### src/rtl/cfa_pkg.sv
// Definitions shared by the CFA demosaic controller and the RGB frame streamer:
// one-hot state encoding and the Q2.8 white-balance gain constants.
package cfa_pkg;

  typedef enum logic [2:0] {
    ST_IDLE  = 3'b001,
    ST_ISSUE = 3'b010,
    ST_DRAIN = 3'b100
  } state_t;

  localparam int unsigned GAIN_UNITY = 'h100;
  localparam int unsigned ROUND_HALF = 128;
  localparam int unsigned GAIN_SHIFT = 8;

endpackage

### src/rtl/stream_fifo.sv
// Show-ahead synchronous FIFO: rdData presents the head entry whenever empty is low.
// The caller must not push into a full FIFO unless it pops in the same cycle.
module stream_fifo #(
  parameter int DATA_W = 39,
  parameter int DEPTH  = 4,
  localparam int CNT_W = $clog2(DEPTH + 1),
  localparam int PTR_W = (DEPTH > 1) ? $clog2(DEPTH) : 1
) (
  input  logic              clk,
  input  logic              rst,
  input  logic              push,
  input  logic [DATA_W-1:0] wrData,
  input  logic              pop,
  output logic [DATA_W-1:0] rdData,
  output logic              full,
  output logic              empty,
  output logic [CNT_W-1:0]  count
);

  logic [DATA_W-1:0] r_mem [DEPTH];
  logic [PTR_W-1:0]  r_wrPtr;
  logic [PTR_W-1:0]  r_rdPtr;
  logic [CNT_W-1:0]  r_count;
  logic              w_wr;
  logic              w_rd;

  assign empty  = (r_count == '0);
  assign full   = (r_count == CNT_W'(DEPTH));
  assign count  = r_count;
  assign rdData = r_mem[r_rdPtr];
  assign w_wr   = push;
  assign w_rd   = pop & ~empty;

  always_ff @(posedge clk) begin
    if (w_wr) r_mem[r_wrPtr] <= wrData;
  end

  always_ff @(posedge clk or negedge rst) begin
    if (!rst) begin
      r_wrPtr <= '0;
      r_rdPtr <= '0;
      r_count <= '0;
    end else begin
      if (w_wr) r_wrPtr <= (r_wrPtr == PTR_W'(DEPTH - 1)) ? '0 : r_wrPtr + 1'b1;
      if (w_rd) r_rdPtr <= (r_rdPtr == PTR_W'(DEPTH - 1)) ? '0 : r_rdPtr + 1'b1;
      case ({w_wr, w_rd})
        2'b10:   r_count <= r_count + 1'b1;
        2'b01:   r_count <= r_count - 1'b1;
        default: r_count <= r_count;
      endcase
    end
  end

endmodule

### src/rtl/rgb_frame_streamer.sv
// Reads the reconstructed G/R/B channel memories in raster order, applies per-channel
// Q2.8 white-balance gain with rounding and saturation, and streams RGB pixels out.
module rgb_frame_streamer
  import cfa_pkg::*;
#(
  parameter int addressBitWidth = 17,
  parameter int rowBitWidth     = 11,
  parameter int colBitWidth     = 11,
  parameter int dataBitWidth    = 12,
  parameter int gainBitWidth    = 10,
  parameter int fifoDepth       = 4
) (
  input  logic                       clk,
  input  logic                       rst,
  input  logic                       start,
  input  logic [rowBitWidth-1:0]     rowMax,
  input  logic [colBitWidth-1:0]     colMax,
  input  logic [gainBitWidth-1:0]    gainR,
  input  logic [gainBitWidth-1:0]    gainG,
  input  logic [gainBitWidth-1:0]    gainB,
  output logic [addressBitWidth-1:0] readAddress,
  output logic                       readEnable,
  input  logic [dataBitWidth-1:0]    greenRead,
  input  logic [dataBitWidth-1:0]    redRead,
  input  logic [dataBitWidth-1:0]    blueRead,
  output logic                       outValid,
  input  logic                       outReady,
  output logic [dataBitWidth-1:0]    outRed,
  output logic [dataBitWidth-1:0]    outGreen,
  output logic [dataBitWidth-1:0]    outBlue,
  output logic                       outSOF,
  output logic                       outEOL,
  output logic                       outEOF,
  output logic                       busy,
  output logic                       done
);

  localparam int PROD_W = dataBitWidth + gainBitWidth + 1;
  localparam int FIFO_W = 3 * dataBitWidth + 3;
  localparam int CNT_W  = $clog2(fifoDepth + 1);
  localparam int CR_W   = CNT_W + 1;
  localparam logic [dataBitWidth-1:0] PIX_MAX = '1;

  function automatic logic [PROD_W-1:0] round_q28(input logic [dataBitWidth-1:0] d,
                                                  input logic [gainBitWidth-1:0] g);
    logic [PROD_W-1:0] p;
    p = PROD_W'(d) * PROD_W'(g) + PROD_W'(ROUND_HALF);
    return p >> GAIN_SHIFT;
  endfunction

  function automatic logic [dataBitWidth-1:0] sat_pix(input logic [PROD_W-1:0] q);
    return (q > PROD_W'(PIX_MAX)) ? PIX_MAX : q[dataBitWidth-1:0];
  endfunction

  state_t                       r_state;
  state_t                       w_nextState;
  logic [rowBitWidth-1:0]       r_rowMax;
  logic [colBitWidth-1:0]       r_colMax;
  logic [2:0][gainBitWidth-1:0] r_gain;
  logic [rowBitWidth-1:0]       r_row;
  logic [colBitWidth-1:0]       r_col;
  logic [addressBitWidth-1:0]   r_addr;
  logic                         r_done;
  logic                         w_issue;
  logic                         w_lastIssue;
  logic                         w_creditOk;
  logic                         w_pop;
  logic                         w_push;
  logic                         w_eofPop;
  logic                         w_outValid;

  logic r_vld_p0, r_sof_p0, r_eol_p0, r_eof_p0;
  logic r_vld_p1, r_sof_p1, r_eol_p1, r_eof_p1;
  logic [2:0][dataBitWidth-1:0] w_readData;
  logic [2:0][dataBitWidth-1:0] w_pix_p1;

  logic [CNT_W-1:0]  w_fifoCount;
  logic              w_full;
  logic              w_empty;
  logic [FIFO_W-1:0] w_fifoIn;
  logic [FIFO_W-1:0] w_fifoOut;

  // Credit counts FIFO entries plus reads still travelling through stages 0 and 1.
  assign w_creditOk = ({1'b0, w_fifoCount} + CR_W'(r_vld_p0) + CR_W'(r_vld_p1))
                      < CR_W'(fifoDepth);

  always_comb begin
    w_nextState = r_state;
    w_issue     = 1'b0;
    w_lastIssue = 1'b0;
    case (r_state)
      ST_IDLE: begin
        if (start) w_nextState = ST_ISSUE;
      end
      ST_ISSUE: begin
        w_issue     = w_creditOk;
        w_lastIssue = w_issue && (r_row == r_rowMax) && (r_col == r_colMax);
        if (w_lastIssue) w_nextState = ST_DRAIN;
      end
      ST_DRAIN: begin
        if (w_eofPop) w_nextState = ST_IDLE;
      end
      default: w_nextState = ST_IDLE;
    endcase
  end

  always_ff @(posedge clk or negedge rst) begin
    if (!rst) begin
      r_state <= ST_IDLE;
      r_row   <= '0;
      r_col   <= '0;
      r_addr  <= '0;
      r_done  <= 1'b0;
    end else begin
      r_state <= w_nextState;
      r_done  <= w_eofPop;
      if (r_state == ST_IDLE) begin
        r_row  <= '0;
        r_col  <= '0;
        r_addr <= '0;
      end else if (w_issue) begin
        r_addr <= r_addr + 1'b1;
        if (r_col == r_colMax) begin
          r_col <= '0;
          r_row <= r_row + 1'b1;
        end else begin
          r_col <= r_col + 1'b1;
        end
      end
    end
  end

  always_ff @(posedge clk or negedge rst) begin
    if (!rst) begin
      r_rowMax <= '0;
      r_colMax <= '0;
      r_gain   <= {3{gainBitWidth'(GAIN_UNITY)}};
    end else if ((r_state == ST_IDLE) && start) begin
      r_rowMax <= rowMax;
      r_colMax <= colMax;
      r_gain   <= {gainB, gainG, gainR};
    end
  end

  // Stage 0: read issued; tags follow the read while memory data returns.
  always_ff @(posedge clk or negedge rst) begin
    if (!rst) begin
      r_vld_p0 <= 1'b0;
      r_sof_p0 <= 1'b0;
      r_eol_p0 <= 1'b0;
      r_eof_p0 <= 1'b0;
    end else begin
      r_vld_p0 <= w_issue;
      r_sof_p0 <= (r_row == '0) && (r_col == '0);
      r_eol_p0 <= (r_col == r_colMax);
      r_eof_p0 <= (r_col == r_colMax) && (r_row == r_rowMax);
    end
  end

  // Stage 1: capture memory data, apply gain, round and saturate per channel.
  assign w_readData = {blueRead, greenRead, redRead};

  for (genvar c = 0; c < 3; c++) begin : g_chan
    logic [dataBitWidth-1:0] r_pix_p1;
    always_ff @(posedge clk) begin
      if (r_vld_p0) r_pix_p1 <= sat_pix(round_q28(w_readData[c], r_gain[c]));
    end
    assign w_pix_p1[c] = r_pix_p1;
  end

  always_ff @(posedge clk or negedge rst) begin
    if (!rst) begin
      r_vld_p1 <= 1'b0;
      r_sof_p1 <= 1'b0;
      r_eol_p1 <= 1'b0;
      r_eof_p1 <= 1'b0;
    end else begin
      r_vld_p1 <= r_vld_p0;
      r_sof_p1 <= r_sof_p0;
      r_eol_p1 <= r_eol_p0;
      r_eof_p1 <= r_eof_p0;
    end
  end

  // Stage 2: push into the show-ahead output FIFO.
  assign w_fifoIn = {w_pix_p1[0], w_pix_p1[1], w_pix_p1[2], r_sof_p1, r_eol_p1, r_eof_p1};
  assign w_push   = r_vld_p1 & (~w_full | w_pop);

  stream_fifo #(
    .DATA_W (FIFO_W),
    .DEPTH  (fifoDepth)
  ) u_fifo (
    .clk    (clk),
    .rst    (rst),
    .push   (w_push),
    .wrData (w_fifoIn),
    .pop    (w_pop),
    .rdData (w_fifoOut),
    .full   (w_full),
    .empty  (w_empty),
    .count  (w_fifoCount)
  );

  assign w_outValid = ~w_empty;
  assign w_pop      = w_outValid & outReady;
  assign w_eofPop   = w_pop & w_fifoOut[0];

  assign outValid    = w_outValid;
  assign outRed      = w_outValid ? w_fifoOut[FIFO_W-1 -: dataBitWidth] : '0;
  assign outGreen    = w_outValid ? w_fifoOut[3+dataBitWidth +: dataBitWidth] : '0;
  assign outBlue     = w_outValid ? w_fifoOut[3 +: dataBitWidth] : '0;
  assign outSOF      = w_outValid & w_fifoOut[2];
  assign outEOL      = w_outValid & w_fifoOut[1];
  assign outEOF      = w_outValid & w_fifoOut[0];
  assign readEnable  = w_issue;
  assign readAddress = r_addr;
  assign busy        = (r_state != ST_IDLE);
  assign done        = r_done;

endmodule

### config.mk
export PLATFORM = sky130hd
export DESIGN_NAME = rgb_frame_streamer
export DESIGN_NICKNAME = d
export VERILOG_FILES = /design/src/rtl/cfa_pkg.sv /design/src/rtl/stream_fifo.sv /design/src/rtl/rgb_frame_streamer.sv
export SDC_FILE = /design/constraint.sdc
export NUM_CORES = 1
export LEC_CHECK = 0
export BUFFER_PORTS_ARGS = -buffer_cell sky130_fd_sc_hd__buf_2
export CELL_PAD_IN_SITES_DETAIL_PLACEMENT = 1
export CELL_PAD_IN_SITES_GLOBAL_PLACEMENT = 2
export CORE_MARGIN = 1
export CORE_UTILIZATION = 40
export DETAILED_ROUTE_END_ITERATION = 10
export PLACE_DENSITY_LB_ADDON = 0.1
export SLEW_MARGIN = 10
export SYNTH_ARGS = -nofsm -noshare
export SYNTH_HDL_FRONTEND = slang
export SYNTH_SLANG_ARGS = --single-unit
### constraint.sdc
create_clock -name clk -period 6.38 [get_ports clk]
set_input_delay 1.276 -clock clk [delete_from_list [all_inputs] [get_ports clk]]
set_output_delay 1.276 -clock clk [all_outputs]
set_load 0.05 [all_outputs]
# After elaboration in Yosys (flattened, before gate mapping)
# Memory sizes are Yosys's and may differ from the RTL's.
# Cells that the tools add are included.
[totals] reg_bits=146 latchBits=0 mem_bits_rw=156 romBits=0 inputBits=92 out_inout_bits=60 elab_cells=102 memories=1
[classes] add_sub_neg=12 mul=3 div_mod_pow=0 order_cmp=4 n_eq_ne=14 shift=0 mux=21 n_bitwise=10 reduce_logical=13
[mem_list] name="u_fifo.r_mem" depth=4 width=39 read_ports=1 rd_ports_with_merged_regs=0 wr=1 line="stream_fifo.sv:20" rtl="logic [DATA_W-1:0] r_mem [DEPTH];"
[ops] operator="$add A22 B8 Y23 const B" count=3
[ops] operator="$mul A12 B10 Y22" count=3
[ops] operator="$mux W11" count=6
[ops] operator="$gt A15 B12 Y1 const B" count=3
[ops] operator="$mux W12" count=3
[ops] operator="$mux W17" count=2
[ops] operator="$add A11 B1 Y11 const B" count=2
[ops] operator="$eq A11 B11 Y1" count=2
[ops] operator="$logic_not A11 Y1" count=2
[ops] operator="$add A17 B1 Y17 const B" count=1
[ops] operator="$mux W3" count=3
[ops] operator="$pmux W3 S3" count=1
[ops] operator="$and A1 B1 Y1" count=7
[ops] operator="$eq A2 B2 Y1 const B" count=3
[ops] operator="$eq A3 B3 Y1 const B" count=2
[ops] operator="$ne A2 B2 Y1 const B" count=3
[ops] operator="$pmux W3 S2" count=1
[ops] operator="$reduce_bool A2 Y1" count=3
[ops] operator="$logic_and A1 B1 Y1" count=5
[ops] operator="$add A2 B1 Y2 const B" count=2
[ops] operator="$add A3 B1 Y4" count=1
[ops] operator="$add A4 B1 Y4" count=1
[ops] operator="$lt A4 B3 Y1 const B" count=1
[ops] operator="$mux W2" count=2
[ops] operator="12 further kinds" count=15

# Logic depth before layout (Yosys ltp)
[depth] word_depth=7 mapped_depth=22 ltp_nobuf=20

# Hierarchy
# From an unflattened synthesis, not the netlist that was laid out.
[unflattened] hier_cells=2118 hier_area_um2=24120.6
[by_module_without_submodules] mod="rgb_frame_streamer" n_inst=1 cells_each=1874 area_each_um2=18017.3 seq_area_each_um2=3663.5
[by_module_without_submodules] mod="stream_fifo" n_inst=1 cells_each=244 area_each_um2=6103.4 seq_area_each_um2=4859.7

# Worst setup path before layout
# OpenSTA, ideal clock, no wires.
[synth_path] kind="input to register" startpoint="input port greenRead[7]" endpoint="register g_chan[1].r_pix_p1[9], data pin" setup_ns=0.265 arrival_ns=6.384 required_ns=6.115 setup_slack_ns=-0.269 path_stages=20 n_path_buf=2 cell_sequence="clkbuf_1 > nand2_1 > fa_1 > fa_1 > fa_1 > inv_1 > fa_1 > inv_1 > fa_1 > inv_1 > ha_1 > and4_1 > a31o_4 > a211oi_4 > o21ai_2 > a211oi_2 > nor2_1 > o41ai_2 > buf_6 > o21ai_2"
[synth_between] elab_chain_len=3
[synth_lines] item="start, declared" line="rgb_frame_streamer.sv:23" rtl="input logic [dataBitWidth-1:0] greenRead,"
[synth_lines] item="$mul A12 B10 Y22 *" line="rgb_frame_streamer.sv:47" rtl="p = PROD_W'(d) * PROD_W'(g) + PROD_W'(ROUND_HALF);"
[synth_lines] item="$add A22 B8 Y23 *" line="rgb_frame_streamer.sv:47"
[synth_lines] item="$gt A15 B12 Y1" line="rgb_frame_streamer.sv:52" rtl="return (q > PROD_W'(PIX_MAX)) ? PIX_MAX : q[dataBitWidth-1:0];"
[synth_lines] item="end signal, assigned" line="rgb_frame_streamer.sv:166" rtl="if (r_vld_p0) r_pix_p1 <= sat_pix(round_q28(w_readData[c], r_gain[c]));"
[synth_lines] item="end, declared" line="rgb_frame_streamer.sv:164" rtl="logic [dataBitWidth-1:0] r_pix_p1;"
# Mark *: on every way between the ends. The rest lies on a longest branch, timed or not.
# A chain may end at the register's enable or synchronous reset.

# Worst setup path after layout
[layout_path] startpoint="input port greenRead[5]" endpoint="register g_chan[1].r_pix_p1[9], data pin"
# Same word-level chain as after synthesis.

==> impl_results.md <==
* Pre-CTS setup slack at -518 ps
* First-pass GRT wire length at 92500 µm
* Async set-reset flop share out of synthesis at 36.4%
* Post-synth top flop: edfxtp_1
* Hold path start: r_eof_p0$_DFF_PN0_
* Yosys top cell area share at 24.2%
* Fillers at 6389
* Slew @ Worst Pin at 1050 ps
* Fraction of layout cells with a size suffix above 1 at ~20%
* Largest net degree at the start of global routing at 67
* Xor/xnor share of the synthesized area at 3.23%
* Slew margin rel. at a little under a third
* Final period utilization at 95.4%
* Final Hold Fails at 0
* Cell taking the most area after synthesis: edfxtp_1
* Arrival @ worst endpoint at around 6400 ps
* First drt pass iteration count at 4
* Fin crit period at approximately 6100 ps
* Setup CP Type: input pin to flip-flop
* Seq/Total Area, Yosys at 35.8%
* Ports at between 150 and 200
* Post-synth EDFFs at between 150 and 200
* Reg-to-reg setup timing slack at 520 ps
* Syn nets at 2637
* DP Cell Count at 3052
* Clk sinks at about 300
* Finished Layout Cells at between 3000 and 4000
* Mux cell area share after synthesis at 6.36%
* WL per Instance at 18.1 µm
* Slowest cell delay on critical path at 550 ps
* Synth Warn # at 0
* Cell mode on critical path: fa_1
* CTS tree: done
* Reg2Reg Depth at 20
* Core area at 58900 µm²
* Post-Synth Adder-Cell Area at a little under a third
* Mapped Cells at ~2100
* Hold path depth at 0
* Worst r2r dst: g_chan[1].r_pix_p1[9]$_SDFFCE_PN1P_
* Status: finished clean
* Routed WL at 56600 µm
* Post-route ant nets at 0
* CTS root buf: clkbuf_16
* Starting Density at 40.4%
* Max Fanout on Critical Path at 9
* MaxCap Viol Count at 0
* Die H at between 200 and 250 µm
* DR iter-0 viols at between 400 and 500
* Cts repair resizes at 0
* Final net count at 2854
* Total grt overflow at 0
* Clock transition at path regs at 60 ps
* Worst-case hold path end point: r_eof_p1$_DFF_PN0_
* Layout area overhead at 15.1%
* RSZ-0062 raised after global routing: false
* Min-delay worst type: flip-flop to flip-flop
* Clock skew at roughly 16 ps
* Via density at between 4 and 5
* Syn avg cell area at ~11 µm²
* Total CTS buffers at 37
* Antenna fix cells at 0
* CP required at around 6700 ps
* Post-synth cell types at 65
* Compound-cell area share of the yosys netlist at 3.98%
* Drt drc at 0
* Post-CTS Setup Repair Bufs at 0
* Clock Tree Buf Depth at 3
* R2R Path Start: r_gain[14]$_DFFE_PN0P_
* DP Wirelength at 44700 µm
* Flops & latches, synth at 302
* Crit-path cells: buf_2, and2_1, fa_1, inv_1, fa_1, inv_1, fa_1, fa_1, inv_1, fa_1, inv_1, ha_1, nand4_1, o22ai_1, a211oi_4, a211o_2, a21oi_1, o221ai_1, o41ai_4, buf_4, o21ai_2
* WHS at ~350 ps
* Initial antenna violation count at 0
* Startpoint Class: input pin
* # setup viols final at 0
* CTS Hold Bufs at 0
* Vias in the first global route at 17165
* Global Route Usage Sum at approximately a fifth
* Slack of the critical path at 293 ps
* Nature of the critical path endpoint: flip-flop
* Largest family of logic cells by synthesized area: adder cells
* Final Slew Violations at 0
* Std cell rows at about 90
* Cell Area, Synth at roughly 24000 µm²
* Worst-Skew Late Latency at 550 ps
* DIE AREA at 60500 µm²
* Port-buffer cells at 151
* Synth Area in Simple Gates at 13.7%
* Peak Freq at 164 MHz
* Routability cong. at 0.800
* Die span in x at 246 µm
* Critical Path Slowest Stage Cell: fa_1
* Via count at 15562
* H-tree depth at 2
* Largest cells by area after synthesis: edfxtp_1 (24%), fa_1 (20%), dfrtp_1 (11%)
-- cell families after synthesis --
group | Yosys count
compound gates | 143
buf+inv | 386
mux | 96
xor+xnor | 88
simple gates | 646
flops | 302
fa+ha+maj | 442
-- per-layer routing --
| layer | vias to the layer above | global-route usage [%] | share of wire [%] |
|---|---|---|---|
| li1 | 7313 | - | - |
| met1 | 8024 | 26.3 | 46 |
| met2 | 165 | 33.1 | 49 |
| met3 | 60 | 2.43 | 2.8 |
| met4 | 0 | 4.44 | 1.9 |
| met5 | - | 0 | 0 |
-- state kept, by name, indices dropped and copies added, names as in the netlist, 2 cells and up --
| name | flops |
|---|---|
| g_chan.r_pix_p1 | 36 |
| readAddress | 17 |
| r_colMax | 11 |
| r_gain | 30 |
| r_col | 11 |
| r_rowMax | 11 |
| u_fifo.r_wrPtr | 2 |
| u_fifo.count | 3 |
| u_fifo.r_mem | 156 |
| u_fifo.r_rdPtr | 2 |
| r_row | 11 |
| r_state | 3 |
-- synthesized netlist by cell type, types with 3 or more instances --
cell type,count
nand4_1,19
o22ai_1,4
mux2_2,53
o21ai_2,4
xnor2_1,43
nor2b_1,8
o21a_1,5
edfxtp_1,192
dfrtp_1,106
inv_1,289
dfstp_2,4
a31oi_1,3
nor4_1,6
nand2_2,7
clkbuf_1,87
nand2b_1,9
mux4_2,39
o211ai_1,6
and3_1,12
a21oi_1,45
nand2_1,235
a21o_1,18
nand3_1,44
ha_1,201
or2_2,5
mux2i_1,4
nor2_1,63
or3_1,8
o21ai_0,25
fa_1,241
xor2_1,45
buf_1,6
and2_1,200
a211oi_1,3
o31ai_1,6
and2_2,5
nor3_1,12
o21bai_1,4
and4_1,5
-- critical path, delay by kind of cell --
family / cells / cell delay, ps
buffers and inverters: 6 / 610
adder cells (fa/ha/maj): 6 / 2790
AND/OR/NAND/NOR: 2 / 270
AO/OA/AOI/OAI: 7 / 1430
-- worst max path at each step --
stage / from / to / depth (start not counted)
2_1_floorplan: greenRead[7] / g_chan[1].r_pix_p1[9]$_SDFFCE_PN1P_ / 20
3_3_place_gp: greenRead[7] / g_chan[1].r_pix_p1[0]$_SDFFCE_PN1P_ / 18
3_5_place_dp: greenRead[5] / g_chan[1].r_pix_p1[0]$_SDFFCE_PN1P_ / 19
4_1_cts: greenRead[5] / g_chan[1].r_pix_p1[0]$_SDFFCE_PN1P_ / 19
5_1_grt: greenRead[5] / g_chan[1].r_pix_p1[10]$_SDFFCE_PN1P_ / 21
6_report: greenRead[5] / g_chan[1].r_pix_p1[9]$_SDFFCE_PN1P_ / 21
-- layout make-up --
class                      instances  area, µm²  share of cell area [%]
clock inverter                    24        300                    1.10
multi-input combinational       1415      13900                    50.6
clock buffer                      42        955                    3.48
timing repair buffer             275       1710                    6.25
tap                              773        967                    3.53
sequential                       302       8530                    31.1
inverter                         289       1080                    3.96
-- stage by stage --
stage          instance area (µm²)  util [%]  TNS [ps]
2_1_floorplan                23800         -     -1.79
3_3_place_gp                 26100      44.4     -5180
3_5_place_dp                 26100      44.4     -6640
4_1_cts                      27400      46.5         0
5_1_grt                      27400      46.5         0
6_report                     27400      46.5         0
-- cells in the final DEF, fill, tap and decap left out, drive strengths merged, types with 53 or more instances in the layout --
master	n
inv	294
mux2	53
nor2	63
ha	201
nand2	242
dfrtp	106
fa	241
and2	207
edfxtp	192
buf	275
Power is not shown: default switching activity piles up to over one toggle a cycle in this logic, so the estimate is an artifact.
